--- config.mk ---
export PLATFORM = sky130hd
export DESIGN_NAME = jstk_move_ctrl
export DESIGN_NICKNAME = d
export VERILOG_FILES = /design/src/rtl/jstk_move_ctrl.sv
export SDC_FILE = /design/constraint.sdc
export NUM_CORES = 1
export LEC_CHECK = 0
export ABC_CLOCK_PERIOD_IN_PS = 2400
export BUFFER_PORTS_ARGS = -buffer_cell sky130_fd_sc_hd__buf_2
export CAP_MARGIN = 15
export CORE_MARGIN = 4
export CORE_UTILIZATION = 55
export CTS_BUF_LIST = sky130_fd_sc_hd__clkbuf_4
export DETAILED_ROUTE_END_ITERATION = 8
export PLACE_DENSITY = 0.86
export SLEW_MARGIN = 0
export SYNTH_ARGS = -nofsm -noshare
export SYNTH_HDL_FRONTEND = slang
export SYNTH_SLANG_ARGS = --single-unit
--- constraint.sdc ---
create_clock -name clk -period 2.4 [get_ports clk]
set_input_delay 0.36 -clock clk [delete_from_list [all_inputs] [get_ports clk]]
set_output_delay 0.36 -clock clk [all_outputs]
set_load 0.02 [all_outputs]
--- src/rtl/jstk_move_ctrl.sv ---
`default_nettype none
// ============================================================================
//  Module   : jstk_move_ctrl
//  Function : Turns the joystick direction bus into debounced one-shot move
//             commands. Optional auto-repeat while a direction is held is
//             enabled by defining MOVE_REPEAT_EN.
//  Revision : 1.0  initial release
// ============================================================================
module jstk_move_ctrl #(
   parameter int SAMPLE_DIV     = 4096,
   parameter int STABLE_SAMPLES = 3,
   parameter int REPEAT_SAMPLES = 40
) (
   input  logic       clk,
   input  logic       rst,
   input  logic [2:0] dir,
   input  logic       enable,
   input  logic       move_ready,
   output logic       move_valid,
   output logic [1:0] move_dir,
   output logic       busy,
   output logic [7:0] move_count
);

   typedef enum logic [1:0] {
      IDLE    = 2'd0,
      QUAL    = 2'd1,
      ISSUE   = 2'd2,
      RELEASE = 2'd3
   } state_t;

   localparam int DW = $clog2(SAMPLE_DIV);
   localparam int SW = $clog2(STABLE_SAMPLES + 1);
   localparam logic [DW-1:0] DIV_LAST  = DW'(SAMPLE_DIV - 1);
   localparam logic [SW-1:0] STAB_LAST = SW'(STABLE_SAMPLES - 1);

   state_t        state;
   logic [DW-1:0] div;
   logic [SW-1:0] stab;
   logic [SW-1:0] rel;
   logic [1:0]    cand;
   logic          tick;
   logic          centre;
   logic [1:0]    d;

`ifdef MOVE_REPEAT_EN
   localparam int RW = $clog2(REPEAT_SAMPLES + 1);
   localparam logic [RW-1:0] REP_LAST = RW'(REPEAT_SAMPLES - 1);
   logic [RW-1:0] rep;
`else
   logic unused_repeat_cfg;
   assign unused_repeat_cfg = (REPEAT_SAMPLES > 0);
`endif

   assign tick = (div == DIV_LAST);
   assign busy = (state != IDLE);

   // Codes 5..7 are not legal directions and are folded into centre.
   always_comb begin
      centre = 1'b1;
      d      = 2'b00;
      if (dir >= 3'd1 && dir <= 3'd4) begin
         centre = 1'b0;
         d      = 2'(dir - 3'd1);
      end
   end

   always_ff @(posedge clk) begin
      if (rst) begin
         state      <= IDLE;
         div        <= '0;
         stab       <= '0;
         rel        <= '0;
         cand       <= 2'b00;
         move_valid <= 1'b0;
         move_dir   <= 2'b00;
         move_count <= 8'd0;
`ifdef MOVE_REPEAT_EN
         rep        <= '0;
`endif
      end else begin
         div <= tick ? '0 : div + 1'b1;
         case (state)
            IDLE: begin
               if (tick && enable && !centre) begin
                  cand <= d;
                  stab <= SW'(1);
                  if (STABLE_SAMPLES == 1) begin
                     state      <= ISSUE;
                     move_valid <= 1'b1;
                     move_dir   <= d;
                  end else begin
                     state <= QUAL;
                  end
               end
            end
            QUAL: begin
               if (tick) begin
                  if (!enable || centre) begin
                     state <= IDLE;
                  end else if (d != cand) begin
                     cand <= d;
                     stab <= SW'(1);
                  end else if (stab == STAB_LAST) begin
                     state      <= ISSUE;
                     move_valid <= 1'b1;
                     move_dir   <= cand;
                  end else begin
                     stab <= stab + 1'b1;
                  end
               end
            end
            // Ticks are ignored here so a coincident tick never reaches RELEASE.
            ISSUE: begin
               if (move_valid && move_ready) begin
                  move_valid <= 1'b0;
                  move_count <= move_count + 8'd1;
                  rel        <= '0;
`ifdef MOVE_REPEAT_EN
                  rep        <= '0;
`endif
                  state      <= RELEASE;
               end
            end
            RELEASE: begin
               if (tick) begin
                  if (centre) begin
                     if (rel == STAB_LAST) begin
                        rel   <= '0;
                        state <= IDLE;
                     end else begin
                        rel <= rel + 1'b1;
                     end
                  end else begin
                     rel <= '0;
                  end
`ifdef MOVE_REPEAT_EN
                  if (!centre && d == cand) begin
                     if (rep == REP_LAST) begin
                        rep <= '0;
                        if (enable) begin
                           state      <= ISSUE;
                           move_valid <= 1'b1;
                           move_dir   <= cand;
                        end
                     end else begin
                        rep <= rep + 1'b1;
                     end
                  end else begin
                     rep <= '0;
                  end
`endif
               end
            end
            default: state <= IDLE;
         endcase
      end
   end

endmodule
`default_nettype wire

==> results.md <==
Clock network:
- The post-cts resize count is 0.
- The number of clock sinks is 31.
- TritonCTS built the clock tree.
- The H-tree depth is 2.
- The maximum count of clock buffers along a single path is 2.
- Clock latency on the worst-skew pair, taken at its later pin, is 0.33 ns.
- Hold repair after CTS inserted 0 buffers.
- Counting the buffers created by CTS gives 5.
- The tree is rooted in a clkbuf_4.
- The post-CTS repair timing setup buffer count is 0.
- After clock tree synthesis, the clock-pin slew on the worst setup and hold paths is 0.09 ns.

STA:
- The final max-slew violation count is 0.
- The peak clock frequency supported by timing is 0.5146 GHz.
- The final hold slack is between 0.4 and 0.5 ns.
- The number of hold violations in the final report is 0.
- For the final routed database, the setup TNS stands at 0 ns.
- For the pin with the worst max-slew slack, the measured transition is about 0.37 ns.
- In this run the tightest slew margin relative to its limit is 0.7514.
- The worst clock skew is about 0.0083 ns.
- The minimum clock period is 1.943 ns.
- The setup violation total in the final timing report is 0.
- Setup repair after global routing left no endpoint under its margin.
- Dividing the final minimum period by the clock period gives 0.8097.

Detailed routing:
- Summed over all nets, wire length on met2 after detailed routing comes to roughly 1600 um.
- The number of DRC markers after the initial detailed-route iteration is 40.
- After detailed routing, the average wire length per cell comes to roughly 13 um.
- After detailed routing, the wire length on met1 is 1390 um.
- The highest metal layer used by the detailed router is met4.
- The remaining routing DRC violations is 0.
- The met3 routed wirelength is around 140 um.
- For this run, the detailed router's first-pass iteration total came to 5.
- After detailed routing, the number of vias per cell comes to 5.691.
- The total vias in the final route is around 1300.
- The count of nets left with antenna violations once routing finished came out at 0.
- The total wire length is between 3000 and 4000 um.

Synthesis:
- The largest total area in the synthesized netlist belongs to dfxtp_1.
- The share of the synthesized area in the top cell type is 0.3860.
- The commonest register cell after synthesis is dfxtp_1.
- Sorting the synthesized cells by area gives the leading types as dfxtp_1, nor2_1, xor2_1.
- The synthesized instance count is around 180.
- The unique cell type count in the Yosys netlist is 45.
- The number of flops mapped to enable cells by yosys is 0.
- For this run, the number of Yosys warnings is 0.
- The number of synthesized register bits is 31.
- The net count after synthesis is slightly below 200.
- The post-synthesis area per instance is 8.786 sq um.
- For this run, asynchronously set or reset flops after synthesis account for 0.
- The cell area after technology mapping is 0.001608 sq mm.
- The fraction of the yosys area taken by sequential cells is 0.3860.

Placed design:
- The routability-driven placement congestion ratio is 0.8824.
- The number of port buffers is 18.
- The total half-perimeter wirelength after legalization and detailed placement is roughly 2400 um.
- The placed instance area is ~0.0017 sq mm.
- The number of placed instances, taps included, is between 200 and 250.

Min path:
- The min-delay analysis places its worst path in the category in2reg.

Critical path:
- The startpoint class of the critical path is a register.
- The critical path's top delay family is simple AND/OR/NAND/NOR gates.
- The critical path data arrival time is about 2.2 ns.
- The endpoint required time on the critical path is between 2 and 3 ns.
- The register-to-register setup slack is ~0.46 ns.
- The slowest stage of the critical path is the or3_4 cell.
- The worst stage delay on the critical path is roughly 0.47 ns.
- In this run the worst path has a maximum fanout of 5.
- The start-to-end type of the worst setup path is reg2reg.
- The number of buffers and inverters on the critical path is 0.
- The critical path goes through ha_1, nand4_2, or3_4, nor3_4, o21ai_2, a31o_2.
- The worst setup path is captured at a register.

Floorplanning:
- The height of the chip is approximately 62 um.
- The horizontal die dimension is roughly 62 um.
- The count of boundary I/O pins is 19.
- The floorplan has 19 rows.
- The core region is ~0.0028 sq mm.
- The initial standard-cell utilization of the core is 0.5780.
- The full die area is about 0.0039 sq mm.

Power:
- The maximum vdd ir drop is about 0.40 mV.
- The cell area power density is roughly 490 mW/mm^2.
- Total power for the finished layout comes to between 0.8 and 0.9 mW.
- The static power due to leakage is roughly 0.7 nW.

GRT:
- For this run, the total global-route usage over all layers was measured as 0.1962.
- Entering global routing, the biggest net connects 21 pins.
- The number of antenna violations at the first check in global routing was 0.
- The first global-routing pass estimated ~5500 um of wire.
- The via count of the first global-routing pass is 1300.
- The global-route congestion overflow total is 0.

Finish:
- 0 antenna diodes ended up in the layout.
- The count of non-filler cells in the finished layout is roughly 240.
- The area of the multi-input gates is 935.9 sq um.
- The area of all sequential standard cells is 620.6 sq um.
- The synthesis-to-finish area growth is 10.19%.
- The top cell types in the final layout, fill and taps aside, are dfxtp_1, nor2_1, buf_2.
- The net count reported at finish is between 200 and 250.
- The fraction of layout cells with a size suffix above 1 is 0.1951.
- The number of filler instances in the final layout is 237.
- After routing the design area is 0.001772 sq mm.
- The most common library cell in the layout ignoring fill and taps is dfxtp_1.

Flow run:
- The tool flagged a number of max-cap violations equal to 0.

Run status:
- The run finished with clean final reports.
-- power breakdown --
group	internal, mW	total (mW)	switching (mW)
Sequential	0.518	0.523	0.00436
Combinational	0.0224	0.0594	0.0370
Clock	0.120	0.289	0.169
Total	0.660	0.871	0.211
-- flip-flops by register name, summed over array words and instances (netlist names), named ones only --
| register | count |
|---|---|
| cand | 2 |
| div | 12 |
| move_count | 8 |
| move_dir | 2 |
| move_valid | 1 |
| rel | 2 |
| stab | 2 |
| state | 1 |
-- cells in the mapped netlist, drive strengths merged (6+ instances only) --
library cell and count:
inv 7, nor3 9, nand2 14, xnor2 7, nand3 12, xor2 10
nor2 28, dfxtp 31, nand4 6
-- per-stage QoR --
stage / worst slack [ns] / util
floorplan: 0.4827 / -
global placement: 0.3118 / 0.6181
finish: 0.4566 / 0.6370
CTS: 0.4479 / 0.6370
detailed placement: 0.2413 / 0.6181
global route: 0.3205 / 0.6370
-- area by class of cell --
type / instances / share of cell area
Multi-Input combinational cell: 140 / 0.5282
Inverter: 7 / 0.01483
Clock inverter: 2 / 0.004237
Clock buffer: 6 / 0.02542
Timing Repair Buffer: 19 / 0.05508
Sequential cell: 31 / 0.3503
Tap cell: 31 / 0.02189
-- worst register-to-register path: stages, from the launching register on --
cell and delay [ns]:
dfxtp_1 0.38, ha_1 0.24, nand4_2 0.16, or3_4 0.47, nor3_4 0.26, o21ai_2 0.10, a31o_2 0.25
-- worst paths after layout --
check,end,start,cells past startpoint
min reg2reg,move_dir[0],move_dir[0],2
max,stab[1],div[0],6
min,cand[1],rst,2
max reg2reg,stab[1],div[0],6
-- cells by family after synthesis --
group,count (synthesis),share of synthesized area
flip-flops,31,0.3860
buffers and inverters,12,0.03191
AND/OR/NAND/NOR,92,0.3276
multiplexers,5,0.03113
adder cells (fa/ha/maj),5,0.03891
XOR/XNOR,17,0.09261
AO/OA/AOI/OAI,21,0.09183
-- metal layers --
metal  up-vias  track usage
met3         7      0.07645
met1       616       0.2329
met4         0       0.1061
met5         -            0
met2        32       0.3033
li1        688            -
(Power assumes the default switching activity.)
